$ cat src/rtl/riscv_defines.sv
// Shared types and constants for the data-memory arbiter and its helpers.
package riscv_defines;

    typedef enum logic [1:0] {
        IDLE  = 2'd0,
        ISSUE = 2'd1,
        WAIT  = 2'd2,
        DRAIN = 2'd3
    } dmem_arb_state_t;

    typedef struct packed {
        logic        write;
        logic [31:0] addr;
        logic [31:0] wdata;
        logic [3:0]  wstrb;
    } mem_req_t;

    typedef struct packed {
        logic [31:0] rdata;
        logic        err;
    } mem_rsp_t;

    localparam logic ARB_OWNER_LSU = 1'b0;
    localparam logic ARB_OWNER_EXT = 1'b1;

endpackage

$ cat src/rtl/arb_watchdog.sv
// Response watchdog: counts cycles while enabled and flags when TIMEOUT is reached.
module arb_watchdog #(
    parameter int TIMEOUT = 255,
    parameter int TO_W    = 8
) (
    input  logic clk,
    input  logic start,
    input  logic clr,
    input  logic en,
    output logic expired
);

    logic [TO_W-1:0] to_cnt;

    assign expired = (to_cnt == TO_W'(TIMEOUT));

    // Holding at TIMEOUT keeps the counter from wrapping back to an unexpired value.
    always_ff @(posedge clk) begin
        if (!start) begin
            to_cnt <= '0;
        end else if (clr) begin
            to_cnt <= '0;
        end else if (en && !expired) begin
            to_cnt <= to_cnt + TO_W'(1);
        end
    end

endmodule

$ cat src/rtl/dmem_arbiter.sv
// Two-requester data-memory bus arbiter: LSU priority, bounded starvation of the
// secondary master, flush-dropped LSU responses and timeout-to-error conversion.
module dmem_arbiter
    import riscv_defines::*;
#(
    parameter int STARVE_LIMIT = 8,
    parameter int TIMEOUT      = 255,
    parameter int TO_W         = 8
) (
    input  logic        clk,
    input  logic        start,
    input  logic        flush,

    input  logic        r0_valid,
    input  logic        r0_write,
    input  logic [31:0] r0_addr,
    input  logic [31:0] r0_wdata,
    input  logic [3:0]  r0_wstrb,
    output logic        r0_ready,
    output logic        r0_rsp_valid,
    output logic [31:0] r0_rdata,
    output logic        r0_err,

    input  logic        r1_valid,
    input  logic        r1_write,
    input  logic [31:0] r1_addr,
    input  logic [31:0] r1_wdata,
    input  logic [3:0]  r1_wstrb,
    output logic        r1_ready,
    output logic        r1_rsp_valid,
    output logic [31:0] r1_rdata,
    output logic        r1_err,

    output logic        m_valid,
    input  logic        m_ready,
    output logic        m_write,
    output logic [31:0] m_addr,
    output logic [31:0] m_wdata,
    output logic [3:0]  m_wstrb,
    input  logic        m_rsp_valid,
    input  logic [31:0] m_rdata,
    input  logic        m_err,

    output logic        busy
);

    localparam int SC_W = $clog2(STARVE_LIMIT + 1);

    dmem_arb_state_t state;
    logic            owner;
    logic            drop;
    logic [SC_W-1:0] starve_cnt;
    mem_req_t        req_q;
    mem_req_t        r0_req;
    mem_req_t        r1_req;
    mem_rsp_t        r0_rsp_q;
    mem_rsp_t        r1_rsp_q;
    mem_rsp_t        rsp_next;
    logic            grant0;
    logic            grant1;
    logic            starve_hit;
    logic            expired;
    logic            rsp_fire;

    function automatic logic [SC_W-1:0] sat_inc(input logic [SC_W-1:0] v);
        return (v == SC_W'(STARVE_LIMIT)) ? v : v + SC_W'(1);
    endfunction

    assign r0_req = '{write: r0_write, addr: r0_addr, wdata: r0_wdata, wstrb: r0_wstrb};
    assign r1_req = '{write: r1_write, addr: r1_addr, wdata: r1_wdata, wstrb: r1_wstrb};

    assign starve_hit = (starve_cnt == SC_W'(STARVE_LIMIT));

    // Grants are gated by start so every output reads 0 while reset is held.
    always_comb begin
        grant0 = 1'b0;
        grant1 = 1'b0;
        if (start && state == IDLE) begin
            if (r1_valid && (!r0_valid || starve_hit)) begin
                grant1 = 1'b1;
            end else if (r0_valid && !flush) begin
                grant0 = 1'b1;
            end
        end
    end

    assign r0_ready = grant0;
    assign r1_ready = grant1;

    // A real response in the expiry cycle wins over the synthesised error.
    assign rsp_fire = (state == WAIT) && (m_rsp_valid || expired);

    always_comb begin
        if (m_rsp_valid) begin
            rsp_next = '{rdata: m_rdata, err: m_err};
        end else begin
            rsp_next = '{rdata: 32'd0, err: 1'b1};
        end
    end

    arb_watchdog #(
        .TIMEOUT (TIMEOUT),
        .TO_W    (TO_W)
    ) u_watchdog (
        .clk     (clk),
        .start   (start),
        .clr     (state == ISSUE && m_ready),
        .en      (state == WAIT),
        .expired (expired)
    );

    always_ff @(posedge clk) begin
        if (!start) begin
            state        <= IDLE;
            owner        <= ARB_OWNER_LSU;
            drop         <= 1'b0;
            starve_cnt   <= '0;
            m_valid      <= 1'b0;
            req_q        <= '0;
            r0_rsp_valid <= 1'b0;
            r1_rsp_valid <= 1'b0;
            r0_rsp_q     <= '0;
            r1_rsp_q     <= '0;
        end else begin
            r0_rsp_valid <= 1'b0;
            r1_rsp_valid <= 1'b0;

            // A flush arriving with the response still kills an LSU response.
            if (rsp_fire) begin
                if (owner == ARB_OWNER_EXT) begin
                    r1_rsp_valid <= 1'b1;
                    r1_rsp_q     <= rsp_next;
                end else if (!(drop || flush)) begin
                    r0_rsp_valid <= 1'b1;
                    r0_rsp_q     <= rsp_next;
                end
            end

            case (state)
                IDLE: begin
                    if (grant0 || grant1) begin
                        state   <= ISSUE;
                        m_valid <= 1'b1;
                        drop    <= 1'b0;
                        if (grant1) begin
                            owner      <= ARB_OWNER_EXT;
                            req_q      <= r1_req;
                            starve_cnt <= '0;
                        end else begin
                            owner <= ARB_OWNER_LSU;
                            req_q <= r0_req;
                            if (r1_valid) begin
                                starve_cnt <= sat_inc(starve_cnt);
                            end
                        end
                    end
                end
                ISSUE: begin
                    if (owner == ARB_OWNER_LSU && flush) begin
                        drop <= 1'b1;
                    end
                    if (m_ready) begin
                        m_valid <= 1'b0;
                        state   <= WAIT;
                    end
                end
                WAIT: begin
                    if (owner == ARB_OWNER_LSU && flush) begin
                        drop <= 1'b1;
                    end
                    if (m_rsp_valid) begin
                        state <= IDLE;
                        drop  <= 1'b0;
                    end else if (expired) begin
                        state <= DRAIN;
                    end
                end
                DRAIN: begin
                    if (m_rsp_valid) begin
                        state <= IDLE;
                        drop  <= 1'b0;
                    end
                end
                default: state <= IDLE;
            endcase
        end
    end

    assign m_write  = req_q.write;
    assign m_addr   = req_q.addr;
    assign m_wdata  = req_q.wdata;
    assign m_wstrb  = req_q.wstrb;

    assign r0_rdata = r0_rsp_q.rdata;
    assign r0_err   = r0_rsp_q.err;
    assign r1_rdata = r1_rsp_q.rdata;
    assign r1_err   = r1_rsp_q.err;

    assign busy = (state != IDLE);

endmodule

$ cat config.mk
export PLATFORM = sky130hd
export DESIGN_NAME = dmem_arbiter
export DESIGN_NICKNAME = d
export VERILOG_FILES = /design/src/rtl/riscv_defines.sv /design/src/rtl/arb_watchdog.sv /design/src/rtl/dmem_arbiter.sv
export SDC_FILE = /design/constraint.sdc
export NUM_CORES = 1
export LEC_CHECK = 0
export BUFFER_PORTS_ARGS = -buffer_cell sky130_fd_sc_hd__buf_2
export CAP_MARGIN = 20
export CELL_PAD_IN_SITES_DETAIL_PLACEMENT = 0
export CELL_PAD_IN_SITES_GLOBAL_PLACEMENT = 1
export CORE_UTILIZATION = 26
export DETAILED_ROUTE_END_ITERATION = 10
export GPL_TIMING_DRIVEN = 0
export HOLD_SLACK_MARGIN = 0.1
export PLACE_DENSITY_LB_ADDON = 0.25
export SETUP_SLACK_MARGIN = 0.4
export SLEW_MARGIN = 20
export SYNTH_ARGS = -nofsm -noshare
export SYNTH_HDL_FRONTEND = slang
export SYNTH_SLANG_ARGS = --single-unit
$ cat constraint.sdc
create_clock -name clk -period 2.55 [get_ports clk]
set_input_delay 0 -clock clk [delete_from_list [all_inputs] [get_ports clk]]
set_output_delay 0 -clock clk [all_outputs]
set_load 0.02 [all_outputs]
==> results.md <==
* Fmax at around 500 MHz
* GRT met2 Usage at a little over a third
* Synth cell types at 40
* CP peak stage delay at ~350 ps
* EDFF count, synth at 0
* Post CTS Setup Buffer Count at 0
* NumNets Final at 1502
* Worst-path cell chain: inv_2, ha_4, nand3_2, nand2b_1, clkbuf_4, inv_4, buf_4, buf_2
* CTS tree: yes
* Cell with the most instances after synthesis: nand2_1
* Drt first pass iters at 4
* Syn Nets at between 900 and 1000
* Clk pin slew, worst setup/hold paths at 70 ps
* Worst-Skew Late Latency at between 400 and 500 ps
* Routability Congestion at approximately 0.76
* Seq/Total Area, Yosys at between 40 and 50%
* Kind of cell adding the most delay to the critical path: buffers and inverters
* Die area at ~0.025 mm²
* Met3 Use GR at 5.88%
* Synth top cells by count: 212 x nand2_1, 154 x dfxtp_1, 71 x a31oi_1, 70 x a21oi_1, 54 x o21ai_0
* Clk sinks at 154
* Clock buffer count from CTS at 17
* CTS root buf: clkbuf_16
* Post-DRT Antenna Nets at 0
* CP startpoint kind: flip-flop
* Placed Area at between 0.008 and 0.009 mm²
* Worst-margin pin slew at 578 ps
* Initial core utilization at 26.8%
* Die outline width at 158 µm
* Endpoints failing hold at 0
* Fin Setup TNS at 0 ps
* Dominant cells by area after synthesis: dfxtp_1 49%, nand2_1 13%, a31oi_1 7.0%
* CP max stage cell: dfxtp_1
* 1st-iter DRT viols at 365
* Vias/cell at roughly 4.6
* RSZ-0062 raised after global routing: false
* Met1 Track Usage GR at a little under a quarter
* Yosys top cell area share at between 40% and 50%
* Grt peak-use layer: met2
* Mapped cell area at 0.00635 mm²
* Final instance area at 0.0108 mm²
* FP Rows at 56
* Max-slew headroom at about three fifths
* FFs w/ async S/R, synth at 0%
* HP Class: in -> reg
* Hpwl dp at 17.9 mm
* Arr. time, crit path at approximately 2000 ps
* CP bufs+invs at 5
* Count of input and output buffers at about 320
* Vias in the first global route at ~7800
* Remaining DRCs at 0
* Area growth, synth to finish at 70.2%
* Largest net degree at the start of global routing at 17
* Crit share post-route at between 70 and 80%
* CTS H-tree depth at 4
* # IOs at 319
* Pleak at between 0.004 and 0.005 µW
* Fin Clk Skew at ~15 ps
* Post-Synthesis Cells at 802
* Setup-failing EPs final at 0
* Initial antenna violation count at 3
* CP Data Required Time at around 2600 ps
* Die Ht at 158 µm
* Global route total overflow at 0
* Drt wl/cell at between 15 and 20 µm
* Synth Register Bits at between 150 and 200
* Post-synth top area cell: dfxtp_1
* Synth Flop Type: dfxtp_1
* Maxcap violations at 0
* Crit path kind: reg -> out
* Maximum vdd drop at about 0.42 mV
* Critical path peak fanout at 10
* GRT Total Usage at roughly a fifth
* Share of layout cells above drive strength 1 at about 30%
* Fill count at about 2400
* Ys Warns at 0
* First-pass GRT wire length at 39.3 mm
* Pwr Density at 704 mW/mm²
* Worst-case clock buffer depth at 2
* Final wirelength at about 25 mm
* Syn avg cell area at between 7 and 8 µm²
* Max Transition Viols Final at 0
* Core area at around 0.024 mm²
* Routed via count at about 7700
* CP endpoint kind: primary output
* Status: finished, final reports clean
* Tmin final at 2020 ps
-- stage by stage --
stage               hold slack [ps]  utilization, %  power (µW)  instances  setup slack [ps]
detailed placement              230            35.1        4580       1437               475
global route                    362            45.5        8010       1651               389
CTS                             348            45.5        7700       1648               403
finish                          365            45.5        7610       1652               532
floorplan                       108               -        3880        802               926
global placement                231            35.1        4590       1437               484
-- cells by family after synthesis --
| group | Yosys count | share of synthesized area, % |
|---|---|---|
| buffers and inverters | 83 | 6.34 |
| flip-flops | 154 | 48.5 |
| AND/OR/NAND/NOR | 319 | 22.1 |
| adder cells (fa/ha/maj) | 8 | 1.58 |
| multiplexers | 3 | 0.473 |
| AO/OA/AOI/OAI | 227 | 19.9 |
| XOR/XNOR | 8 | 1.10 |
-- report_power, final --
part	internal [µW]	total, µW	switching [µW]
clock	1680	2850	1160
sequential	2650	2780	131
combinational	786	1980	1190
total	5120	7610	2490
-- sequential cells by signal, indices dropped and copies added (netlist names) --
| signal | cells |
|---|---|
| m_wstrb | 4 |
| r0_err | 1 |
| m_wdata | 32 |
| r1_err | 1 |
| state | 2 |
| drop | 1 |
| r0_rdata | 32 |
| u_watchdog.to_cnt | 8 |
| r1_rdata | 32 |
| starve_cnt | 4 |
| m_write | 1 |
| owner | 1 |
| r0_rsp_valid | 1 |
| m_addr | 32 |
| r1_rsp_valid | 1 |
| m_valid | 1 |
-- final timing paths --
kind | slack (ps) | to | cells past startpoint | start
worst max register to register | 670 | r0_rdata[0]$_SDFFE_PN0P_ | 6 | state[0]$_SDFFE_PN0P_
worst min register to register | 450 | r1_rdata[4]$_SDFFE_PN0P_ | 2 | r1_rdata[4]$_SDFFE_PN0P_
worst min-delay path | 370 | m_addr[6]$_SDFFE_PN0P_ | 4 | r0_addr[6]
worst max-delay path | 530 | r1_ready | 8 | state[0]$_SDFFE_PN0P_
-- what timing repair did --
action	4_1_cts	5_1_grt
setup endpoints to repair	1	1
endpoints found under the hold margin	150	0
pin swaps	0	0
hold buffers	179	0
resized for setup	4	3
-- worst register-to-register path, stage by stage, from the launching register on --
cell and delay (ps):
dfxtp_1 350, inv_2 110, ha_1 170, nor4b_4 380, nand3_1 120, dlygate4sd3_1 560
a21oi_1 120
-- cell type report --
cell class	count	area, µm²	share of cell area, %
Sequential cell	154	3080	28.5
Multi-Input combinational cell	565	2880	26.6
Timing Repair Buffer	495	3370	31.2
Buffer	71	363	3.35
Inverter	12	47.5	0.440
Clock inverter	15	233	2.15
Tap cell	319	399	3.69
Clock buffer	17	425	3.93
Antenna cell	4	10.0	0.0925
-- routing by layer --
metal	share of wire [%]	vias up
met5	0	-
li1	-	3833
met2	50	265
met4	2.0	0
met1	41	3528
met3	7.1	31
-- cells in the final DEF, fill, tap and decap left out, types with 2 or more instances in the layout --
cell type / count
clkbuf_1: 23
dlygate4sd3_1: 179
mux2i_1: 3
nand2b_1: 5
nor3_1: 2
nor2_1: 19
clkbuf_16: 17
inv_8: 2
o211ai_1: 2
clkinv_8: 2
a21oi_1: 70
buf_6: 5
inv_1: 8
nand4_1: 35
a31oi_1: 71
buf_2: 351
nand3_1: 37
xor2_1: 3
xnor2_1: 5
dfxtp_1: 154
ha_1: 7
inv_2: 3
buf_4: 3
bufinv_16: 4
o21ai_1: 22
buf_1: 4
inv_6: 4
diode_2: 4
nand2_1: 212
clkinv_4: 2
o21ai_0: 54
Power figures use the tool's default switching activity.
